## config.mk

```make
export PLATFORM = sky130hd
export DESIGN_NAME = proc_op_sequencer
export DESIGN_NICKNAME = d
export VERILOG_FILES = /design/src/rtl/proc_op_sequencer_pkg.sv /design/src/rtl/proc_op_sequencer_op_fifo.sv /design/src/rtl/proc_op_sequencer.sv
export SDC_FILE = /design/constraint.sdc
export NUM_CORES = 1
export LEC_CHECK = 0
export ABC_CLOCK_PERIOD_IN_PS = 6400
export CAP_MARGIN = 30
export CORE_ASPECT_RATIO = 1.25
export CORE_MARGIN = 2
export CORE_UTILIZATION = 55
export CTS_CLUSTER_DIAMETER = 30
export DETAILED_ROUTE_END_ITERATION = 16
export GPL_TIMING_DRIVEN = 0
export PLACE_DENSITY = 0.82
export REMOVE_ABC_BUFFERS = 1
export SYNTH_ARGS = -nofsm -noshare
export SYNTH_HDL_FRONTEND = slang
export SYNTH_SLANG_ARGS = --single-unit
```

## constraint.sdc

```tcl
create_clock -name clk -period 6.4 [get_ports clk]
set_input_delay 1.92 -clock clk [delete_from_list [all_inputs] [get_ports clk]]
set_output_delay 1.92 -clock clk [all_outputs]
set_load 0.01 [all_outputs]
```

## src/rtl/proc_op_sequencer_pkg.sv

```systemverilog
// Shared types for the queued processor op sequencer.
package proc_op_sequencer_pkg;

    localparam int unsigned CMD_DW = 8;
    localparam int unsigned CMD_AW = 12;

    typedef enum logic [2:0] {
        OP_ADD   = 3'd0,
        OP_SUB   = 3'd1,
        OP_AND   = 3'd2,
        OP_OR    = 3'd3,
        OP_XOR   = 3'd4,
        OP_MUL   = 3'd5,
        OP_LOAD  = 3'd6,
        OP_STORE = 3'd7
    } opcode_e;

    typedef enum logic [1:0] {
        RW_IDLE  = 2'b00,
        RW_READ  = 2'b10,
        RW_WRITE = 2'b01
    } rw_t;

    // Command FIFO entry at the default operand/address widths
    typedef struct packed {
        opcode_e             op;
        logic [CMD_DW-1:0]   a;
        logic [CMD_DW-1:0]   b;
        logic [CMD_AW-1:0]   addr;
        logic [CMD_DW-1:0]   data;
    } cmd_t;

    // True for commands that go out on the cache port
    function automatic logic is_mem_op(input opcode_e op);
        return (op == OP_LOAD) || (op == OP_STORE);
    endfunction

endpackage

```

## src/rtl/proc_op_sequencer_op_fifo.sv

```systemverilog
// Synchronous command FIFO; head entry is presented combinationally.
module proc_op_sequencer_op_fifo
    import proc_op_sequencer_pkg::*;
#(
    parameter int unsigned DEPTH = 4,
    parameter type         T     = cmd_t
) (
    input  logic clk,
    input  logic rst,
    input  logic push_i,
    input  logic pop_i,
    input  T     wdata_i,
    output T     head_c,
    output logic full_o,
    output logic empty_o
);

    localparam int unsigned PW    = $clog2(DEPTH);
    localparam int unsigned CNT_W = PW + 1;

    T               mem_q [DEPTH];
    logic [PW-1:0]  wr_ptr_q;
    logic [PW-1:0]  rd_ptr_q;
    logic [CNT_W-1:0] count_q;
    logic [CNT_W-1:0] count_d;
    logic           full_q;
    logic           empty_q;
    logic           do_push;
    logic           do_pop;

    // A push into a full FIFO is only honoured when a pop frees a slot the same cycle
    always_comb begin
        do_pop  = pop_i && !empty_q;
        do_push = push_i && (!full_q || do_pop);
        count_d = count_q;
        if (do_push && !do_pop) begin
            count_d = count_q + CNT_W'(1);
        end else if (do_pop && !do_push) begin
            count_d = count_q - CNT_W'(1);
        end
    end

    // Pointer, occupancy and status flag registers
    always_ff @(posedge clk or negedge rst) begin
        if (!rst) begin
            wr_ptr_q <= '0;
            rd_ptr_q <= '0;
            count_q  <= '0;
            full_q   <= 1'b0;
            empty_q  <= 1'b1;
        end else begin
            if (do_push) begin
                wr_ptr_q <= wr_ptr_q + PW'(1);
            end
            if (do_pop) begin
                rd_ptr_q <= rd_ptr_q + PW'(1);
            end
            count_q <= count_d;
            full_q  <= (count_d == CNT_W'(DEPTH));
            empty_q <= (count_d == '0);
        end
    end

    // Entry storage; contents are don't-care until written
    always_ff @(posedge clk) begin
        if (do_push) begin
            mem_q[wr_ptr_q] <= wdata_i;
        end
    end

    assign head_c  = mem_q[rd_ptr_q];
    assign full_o  = full_q;
    assign empty_o = empty_q;

endmodule

```

## src/rtl/proc_op_sequencer.sv

```systemverilog
// In-order command sequencer: queues ALU/LOAD/STORE commands and completes them one at a time.
module proc_op_sequencer
    import proc_op_sequencer_pkg::*;
#(
    parameter int unsigned DW        = 8,
    parameter int unsigned AW        = 12,
    parameter int unsigned DEPTH     = 4,
    parameter int unsigned MAX_RETRY = 8
) (
    input  logic            clk,
    input  logic            rst,
    input  logic            start_op,
    input  opcode_e         op_sel,
    input  logic [DW-1:0]   A,
    input  logic [DW-1:0]   B,
    input  logic [AW-1:0]   address_in,
    input  logic [DW-1:0]   data_in,
    output logic            full,
    output logic            overflow,
    output logic            req,
    input  logic            gnt,
    input  logic            hit,
    output rw_t             rw,
    output logic [AW-1:0]   address_cache,
    output logic [DW-1:0]   wdata_cache,
    input  logic [DW-1:0]   rdata_cache,
    output logic [2*DW-1:0] result,
    output logic            valid,
    output logic            error,
    output logic            end_op
);

    localparam int unsigned RES_W = 2 * DW;
    localparam int unsigned RC_W  = $clog2(MAX_RETRY + 1);

    localparam logic [1:0] S_IDLE = 2'd0;
    localparam logic [1:0] S_EXEC = 2'd1;
    localparam logic [1:0] S_MEM  = 2'd2;
    localparam logic [1:0] S_DONE = 2'd3;

    // Command entry sized from this instance's widths
    typedef struct packed {
        opcode_e         op;
        logic [DW-1:0]   a;
        logic [DW-1:0]   b;
        logic [AW-1:0]   addr;
        logic [DW-1:0]   data;
    } cmd_w_t;

    cmd_w_t          push_cmd_c;
    cmd_w_t          head_c;
    logic            fifo_full;
    logic            fifo_empty;
    logic            pop_c;

    logic [1:0]      state_q,    state_d;
    cmd_w_t          cmd_q,      cmd_d;
    logic [RC_W-1:0] retry_q,    retry_d;
    logic [RES_W-1:0] pend_res_q, pend_res_d;
    logic            pend_ok_q,  pend_ok_d;
    logic            req_q,      req_d;
    rw_t             rw_q,       rw_d;
    logic [AW-1:0]   addr_q,     addr_d;
    logic [DW-1:0]   wdata_q,    wdata_d;
    logic [RES_W-1:0] result_q,  result_d;
    logic            valid_q,    valid_d;
    logic            error_q,    error_d;
    logic            end_op_q,   end_op_d;
    logic            overflow_q, overflow_d;

    assign push_cmd_c = '{op: op_sel, a: A, b: B, addr: address_in, data: data_in};

    proc_op_sequencer_op_fifo #(
        .DEPTH (DEPTH),
        .T     (cmd_w_t)
    ) u_op_fifo (
        .clk     (clk),
        .rst     (rst),
        .push_i  (start_op),
        .pop_i   (pop_c),
        .wdata_i (push_cmd_c),
        .head_c  (head_c),
        .full_o  (fifo_full),
        .empty_o (fifo_empty)
    );

    // Next-state and registered-output decode
    always_comb begin
        state_d    = state_q;
        cmd_d      = cmd_q;
        retry_d    = retry_q;
        pend_res_d = pend_res_q;
        pend_ok_d  = pend_ok_q;
        req_d      = req_q;
        rw_d       = rw_q;
        addr_d     = addr_q;
        wdata_d    = wdata_q;
        result_d   = result_q;
        valid_d    = 1'b0;
        error_d    = 1'b0;
        end_op_d   = 1'b0;
        pop_c      = 1'b0;

        case (state_q)
            S_IDLE: begin
                if (!fifo_empty) begin
                    pop_c = 1'b1;
                    cmd_d = head_c;
                    if (is_mem_op(head_c.op)) begin
                        state_d = S_MEM;
                        req_d   = 1'b1;
                        rw_d    = (head_c.op == OP_STORE) ? RW_WRITE : RW_READ;
                        addr_d  = head_c.addr;
                        wdata_d = (head_c.op == OP_STORE) ? head_c.data : '0;
                        retry_d = '0;
                    end else begin
                        state_d = S_EXEC;
                    end
                end
            end

            S_EXEC: begin
                pend_ok_d = 1'b1;
                state_d   = S_DONE;
                case (cmd_q.op)
                    OP_ADD:  pend_res_d = RES_W'(cmd_q.a) + RES_W'(cmd_q.b);
                    OP_SUB:  pend_res_d = RES_W'(cmd_q.a) - RES_W'(cmd_q.b);
                    OP_AND:  pend_res_d = RES_W'(cmd_q.a & cmd_q.b);
                    OP_OR:   pend_res_d = RES_W'(cmd_q.a | cmd_q.b);
                    OP_XOR:  pend_res_d = RES_W'(cmd_q.a ^ cmd_q.b);
                    OP_MUL:  pend_res_d = RES_W'(cmd_q.a) * RES_W'(cmd_q.b);
                    default: pend_res_d = '0;
                endcase
            end

            S_MEM: begin
                if (gnt) begin
                    if (hit) begin
                        pend_ok_d  = 1'b1;
                        pend_res_d = (cmd_q.op == OP_LOAD) ? RES_W'(rdata_cache)
                                                           : RES_W'(cmd_q.data);
                        req_d      = 1'b0;
                        rw_d       = RW_IDLE;
                        state_d    = S_DONE;
                    end else if (retry_q == RC_W'(MAX_RETRY - 1)) begin
                        // This granted miss is the last one allowed
                        pend_ok_d = 1'b0;
                        req_d     = 1'b0;
                        rw_d      = RW_IDLE;
                        state_d   = S_DONE;
                    end else begin
                        retry_d = retry_q + RC_W'(1);
                    end
                end
            end

            S_DONE: begin
                end_op_d = 1'b1;
                valid_d  = pend_ok_q;
                error_d  = !pend_ok_q;
                if (pend_ok_q) begin
                    result_d = pend_res_q;
                end
                state_d = S_IDLE;
            end

            default: begin
                state_d = S_IDLE;
                req_d   = 1'b0;
                rw_d    = RW_IDLE;
            end
        endcase

        overflow_d = start_op && fifo_full && !pop_c;
    end

    // State and output registers
    always_ff @(posedge clk or negedge rst) begin
        if (!rst) begin
            state_q    <= S_IDLE;
            cmd_q      <= '0;
            retry_q    <= '0;
            pend_res_q <= '0;
            pend_ok_q  <= 1'b0;
            req_q      <= 1'b0;
            rw_q       <= RW_IDLE;
            addr_q     <= '0;
            wdata_q    <= '0;
            result_q   <= '0;
            valid_q    <= 1'b0;
            error_q    <= 1'b0;
            end_op_q   <= 1'b0;
            overflow_q <= 1'b0;
        end else begin
            state_q    <= state_d;
            cmd_q      <= cmd_d;
            retry_q    <= retry_d;
            pend_res_q <= pend_res_d;
            pend_ok_q  <= pend_ok_d;
            req_q      <= req_d;
            rw_q       <= rw_d;
            addr_q     <= addr_d;
            wdata_q    <= wdata_d;
            result_q   <= result_d;
            valid_q    <= valid_d;
            error_q    <= error_d;
            end_op_q   <= end_op_d;
            overflow_q <= overflow_d;
        end
    end

    assign full          = fifo_full;
    assign overflow      = overflow_q;
    assign req           = req_q;
    assign rw            = rw_q;
    assign address_cache = addr_q;
    assign wdata_cache   = wdata_q;
    assign result        = result_q;
    assign valid         = valid_q;
    assign error         = error_q;
    assign end_op        = end_op_q;

endmodule
```

== Word level (Yosys, flattened, before mapping) ==
Memories as Yosys holds them, arrays and structs flattened.
Cells that the tools add are included.
Storage, ports and cells
  bits in registers: 102
  RAM bits: 156
  bits of input ports: 52
  output and inout bits: 44
  word-level logic and storage cells: 125
  memories: 1
Memory list
  u_op_fifo.mem_q: words 4, width 39, read ports 1, clocked after Yosys merged registers in 0, write ports 1, RTL line proc_op_sequencer_op_fifo.sv:21  | T mem_q [DEPTH];
Cells by class
  $add $sub $neg: 7
  multiply operators: 1
  equality and inequality tests: 20
  multiplexer cells: 43
  bitwise logic cells: 4
  reduce and logical (&&, ||, !) cells: 27
Operator list (count)
  $pmux W16 S6: 1
  $mux W16: 2
  $pmux W16 S2: 1
  $mux W2: 11
  $mux W4: 5
  $eq A3 B3 Y1 const B: 6
  $mul A8 B8 Y16: 1
  $mux W8: 2
  $mux W1: 14
  $ne A2 B2 Y1 const B: 6
  $reduce_and A3 Y1: 4
  $add A8 B8 Y9: 1
  $sub A8 B8 Y9: 1
  $and A8 B8 Y8: 1
  $or A8 B8 Y8: 1
  $pmux W2 S4: 1
  $pmux W4 S2: 1
  $xor A8 B8 Y8: 1
  $eq A3 B2 Y1 const B: 2
  $logic_and A1 B1 Y1: 6
  $logic_not A1 Y1: 6
  $logic_not A3 Y1: 2
  $mux W3: 2
  $reduce_and A6 Y1: 1
  other kinds (17): 23

== Longest topological paths before layout ==
  depth after elaboration: 10
  gate-level depth with buffers: 17

== Modules after synthesis ==
A second synthesis with hierarchy kept.
Unflattened totals
  cells, all modules: 948
  area, all modules: 12948.7 um2
Modules (own cells, without submodules)
  proc_op_sequencer: instances 1, cells an instance 698, area each 6791.5 um2
  proc_op_sequencer_op_fifo: instances 1, cells an instance 250, area each 6157.2 um2

== Worst setup path after synthesis ==
No wires, ideal clock.
  kind: reg-to-reg
  start point: reg cmd_q[29] in the netlist's numbering
  end point: reg pend_res_q[15]
  data arrival time: 4274 ps
  required time: 6274 ps
  slack: 2000 ps
  stages on the path, launching flop included: 16
  clock period less this slack: 4400 ps
  path through: dfrtp_1 -> clkinv_1 -> nor2_1 -> fa_1 -> fa_1 -> fa_1 -> inv_1 -> fa_1 -> inv_1 -> ha_1 -> o21ai_0 -> a21boi_0 -> o22ai_1 -> o21ai_1 -> xnor2_1 -> a221o_1
Between the ends
  cells in the longest elaborated chain, start to end: 3
Ends and longest elaborated chain
  start: declaration: RTL line proc_op_sequencer.sv:57  | cmd_w_t cmd_q, cmd_d;
  start signal: assignment: RTL line proc_op_sequencer.sv:196  | cmd_q <= cmd_d;
  $mul A8 B8 Y16 or $sub A8 B8 Y9 (tied branches): RTL line proc_op_sequencer.sv:131, proc_op_sequencer.sv:127
  $pmux W16 S6 *: RTL line proc_op_sequencer.sv:125  | case (cmd_q.op)
  $pmux W16 S2 *: RTL line proc_op_sequencer.sv:104  | case (state_q)
  end signal: assignment: RTL line proc_op_sequencer.sv:198  | pend_res_q <= pend_res_d;
  end: declaration: RTL line proc_op_sequencer.sv:59  | logic [RES_W-1:0] pend_res_q, pend_res_d;
Every way passes the cells marked *; elsewhere a longest branch is shown, timed or not.
A chain may end at the register's enable or synchronous reset.

== Final worst setup path ==
Same ends and word-level chain as after synthesis.

==> metrics.txt <==
I/O pin total 96; global-route usage over all layers a little under a quarter; vias in the first global route between 8000 and 9000; combinational share of power ~47%; global route total overflow 0; Commonest cells post-synth edfxtp_1 (156), nand2_1 (137), dfrtp_1 (101); Slew Viols, Final 0; count leader, synth edfxtp_1; CP required between 6 and 7 ns; largest net degree at the start of global routing 57; met2 WL approximately 15 mm; Tcrit/Tclk final between 70% and 80%; antenna violations before repair 0; H-tree lvl count 2; Post-synth EDFFs 156; Initial DRC Count a little under 600; Pint between 5000 and 6000 µW; R2R cell count 15; CTS Buf Count 38; DR top layer met4; WL met3 roughly 1.6 mm; clock-pin slew on the worst setup and hold paths 0.06 ns; Met1 Wirelength 11.21 mm; final non-filler cell total about 1400; antenna-violating nets left 0; GPL Wtd Cong ~0.94; Max Root-Sink Buffers 3; r2r startpoint cmd_q[29]$_DFFE_PN0P_; Slew Limit Headroom 33.99%; yosys warns 0; share of cells above drive strength 1 a little over an eighth; diode count 0; CTS tree done; Placed Cells about 1400; CTS Hold Buffers Added 0; FFs w/ async S/R, synth between 30% and 40%; Setup Fix Bufs, Post-CTS 0; register area share after synthesis 55.42%; final hold violations 0; Yosys cell types 62; DRC Markers 0; Post-Syn Area 13060 µm²; Core Rows 63; Sw Pwr 3436 µW; clk sinks around 260; Critical Path Source Type flip-flop; nature of the critical path endpoint flip-flop; Hold WC Path Type reg -> reg; final HPWL from detailed placement around 19 mm; leakage ~0.0065 µW; DR WL/cell 19.80 µm; skew final about 0.019 ns; Synth Flop Type edfxtp_1; Yosys top cell area share around 36%; hold path depth 2; via/cell ratio 5.804; Die Y ~180 µm; setup violators final 0; PortBufs between 90 and 100; actual slew at the worst max-slew pin slightly below 1 ns; Max-Cap Viols 0; PwrDens ~560 nW/µm²; P&R area growth vs syn 19.71%; outcome completed; worst hold start cmd_q[4]$_DFFE_PN0P_; first-pass GRT wire length between 40 and 50 mm; Die X 141.8 µm; Core Area about 23000 µm²; Clock Latency Late Sink between 0.5 and 0.6 ns; post-synth top area cell edfxtp_1; Net Sw Frac 39.45%; FMAX between 150 and 200 MHz; root buf cell clkbuf_16; cells after synthesis 1018; routed wire length between 20 and 30 mm; TritonRoute pass-1 iters 7; reg2reg setup slack approximately 1.4 ns; setup slack after layout 1.359 ns; die area between 20000 and 30000 µm²; Mean Syn Cell Area approximately 13 µm²; clock power share a little under a quarter; Via Count around 8400; IR drop worst, VDD around 0.32 mV; filler cell count roughly 1600; register share of total power 30.3%; worst slack, placed 1.460 ns; Initial Utilization 55.60%; post-CTS sizing 0; crit path kind reg -> reg; fin nets around 1300; Area contributors post-synth edfxtp_1 (36%), dfrtp_1 (19%), mux4_2 (6.9%); RR Endpoint pend_res_q[15]$_DFFE_PN0P_; data arrival time of the critical path 5.43 ns; Min-Delay Endpoint cmd_q[4]$_DFFE_PN0P_; RSZ-0062 raised after global routing false; Tot Pwr just under 9000 µW; CP max FO 8; final design utilization between 60% and 70%; Final Critical Period about 5 ns; Seq cells post-synth between 200 and 300
sequential cells by signal, summed over array words and instances (netlist names):
signal,count
address_cache,12
cmd_q,27
end_op,1
error,1
overflow,1
pend_ok_q,1
pend_res_q,16
req,1
result,16
retry_q,4
rw,2
state_q,2
u_op_fifo.count_q,3
u_op_fifo.empty_o,1
u_op_fifo.full_o,1
u_op_fifo.mem_q,156
u_op_fifo.rd_ptr_q,2
u_op_fifo.wr_ptr_q,2
valid,1
wdata_cache,8
worst max path at each step:
stage	from	end	slack [ns]	cells after the start
after floorplan	cmd_q[29]$_DFFE_PN0P_	pend_res_q[15]$_DFFE_PN0P_	2.00	15
after global placement	rst	address_cache[1]$_DFFE_PN0P_	-0.58	1
after detailed placement	cmd_q[29]$_DFFE_PN0P_	pend_res_q[15]$_DFFE_PN0P_	1.46	15
after CTS	cmd_q[29]$_DFFE_PN0P_	pend_res_q[15]$_DFFE_PN0P_	1.38	15
after global routing	cmd_q[29]$_DFFE_PN0P_	pend_res_q[15]$_DFFE_PN0P_	1.06	15
final	cmd_q[29]$_DFFE_PN0P_	pend_res_q[15]$_DFFE_PN0P_	1.36	15
area by class of cell:
cell class | count | area, µm² | area share, %
Timing Repair Buffer | 104 | 1124 | 7.187
Clock buffer | 44 | 1015 | 6.491
Clock inverter | 26 | 239.0 | 1.529
Sequential cell | 258 | 7243 | 46.33
Multi-Input combinational cell | 631 | 5314 | 33.99
Inverter | 89 | 334.1 | 2.137
Tap cell | 292 | 365.4 | 2.337
metrics by stage:
stage               TNS (ns)  hold WS (ns)  area (µm²)
floorplan                  0        0.4252       12870
global placement      -56.55        0.4503       14190
detailed placement         0        0.4645       14350
CTS                        0        0.4755       15610
global route               0        0.5016       15630
finish                     0        0.4752       15630
power by group through the flow:
stage	clock, µW	combinational, µW	sequential [µW]
final	2000	4070	2640
after global routing	2100	4600	2700
after CTS	2020	4030	2660
after detailed placement	0	3960	2670
after global placement	0	3810	2700
after floorplan	0	2820	2630
routing by layer:
layer,global-route usage [%],up-vias
met5,0,-
met4,7.333,0
met3,3.878,59
met2,42.48,299
met1,29.79,4194
li1,-,3829
placed cells by master, fill, tap and decap left out, types with 6 or more instances in the layout:
cell / synthesis / layout
edfxtp_1: 156 / 156
nand2_1: 137 / 137
dfrtp_1: 101 / 99
clkdlybuf4s50_1: 0 / 94
inv_1: 77 / 77
ha_1: 71 / 71
nor2_1: 69 / 69
o21ai_0: 50 / 50
mux4_2: 40 / 40
clkbuf_16: 0 / 39
fa_1: 38 / 38
a21oi_1: 24 / 24
mux2_2: 21 / 21
xnor2_1: 14 / 14
clkinv_1: 11 / 14
a21o_1: 14 / 14
o21ai_1: 12 / 12
mux2i_1: 10 / 10
nand3_1: 10 / 10
a211oi_1: 10 / 10
nand2b_1: 9 / 9
a221o_1: 9 / 9
nor2b_1: 8 / 7
xor2_1: 6 / 6
inv_6: 0 / 6
worst max-delay path, cell delays in order, from the launching register on:
cell and delay (ns):
dfrtp_1 0.57, clkinv_1 0.37, nor2_1 0.25, fa_1 0.45, fa_1 0.52, fa_1 0.55
inv_1 0.05, fa_1 0.52, inv_1 0.04, ha_1 0.34, o21ai_0 0.19, a21boi_0 0.10
o22ai_1 0.31, o21ai_1 0.15, xnor2_1 0.15, a221o_1 0.35
cell families (layout without fill, tap and decap cells):
logic type	after synthesis	in the layout	synth area share, %
flip-flops	258	258	55.42
adder cells (fa/ha/maj)	109	109	12.63
buffers and inverters	129	263	3.985
XOR/XNOR	20	20	1.341
AND/OR/NAND/NOR	265	265	8.833
AO/OA/AOI/OAI	165	165	8.201
multiplexers	72	72	9.590
(Power assumes the default switching activity.)
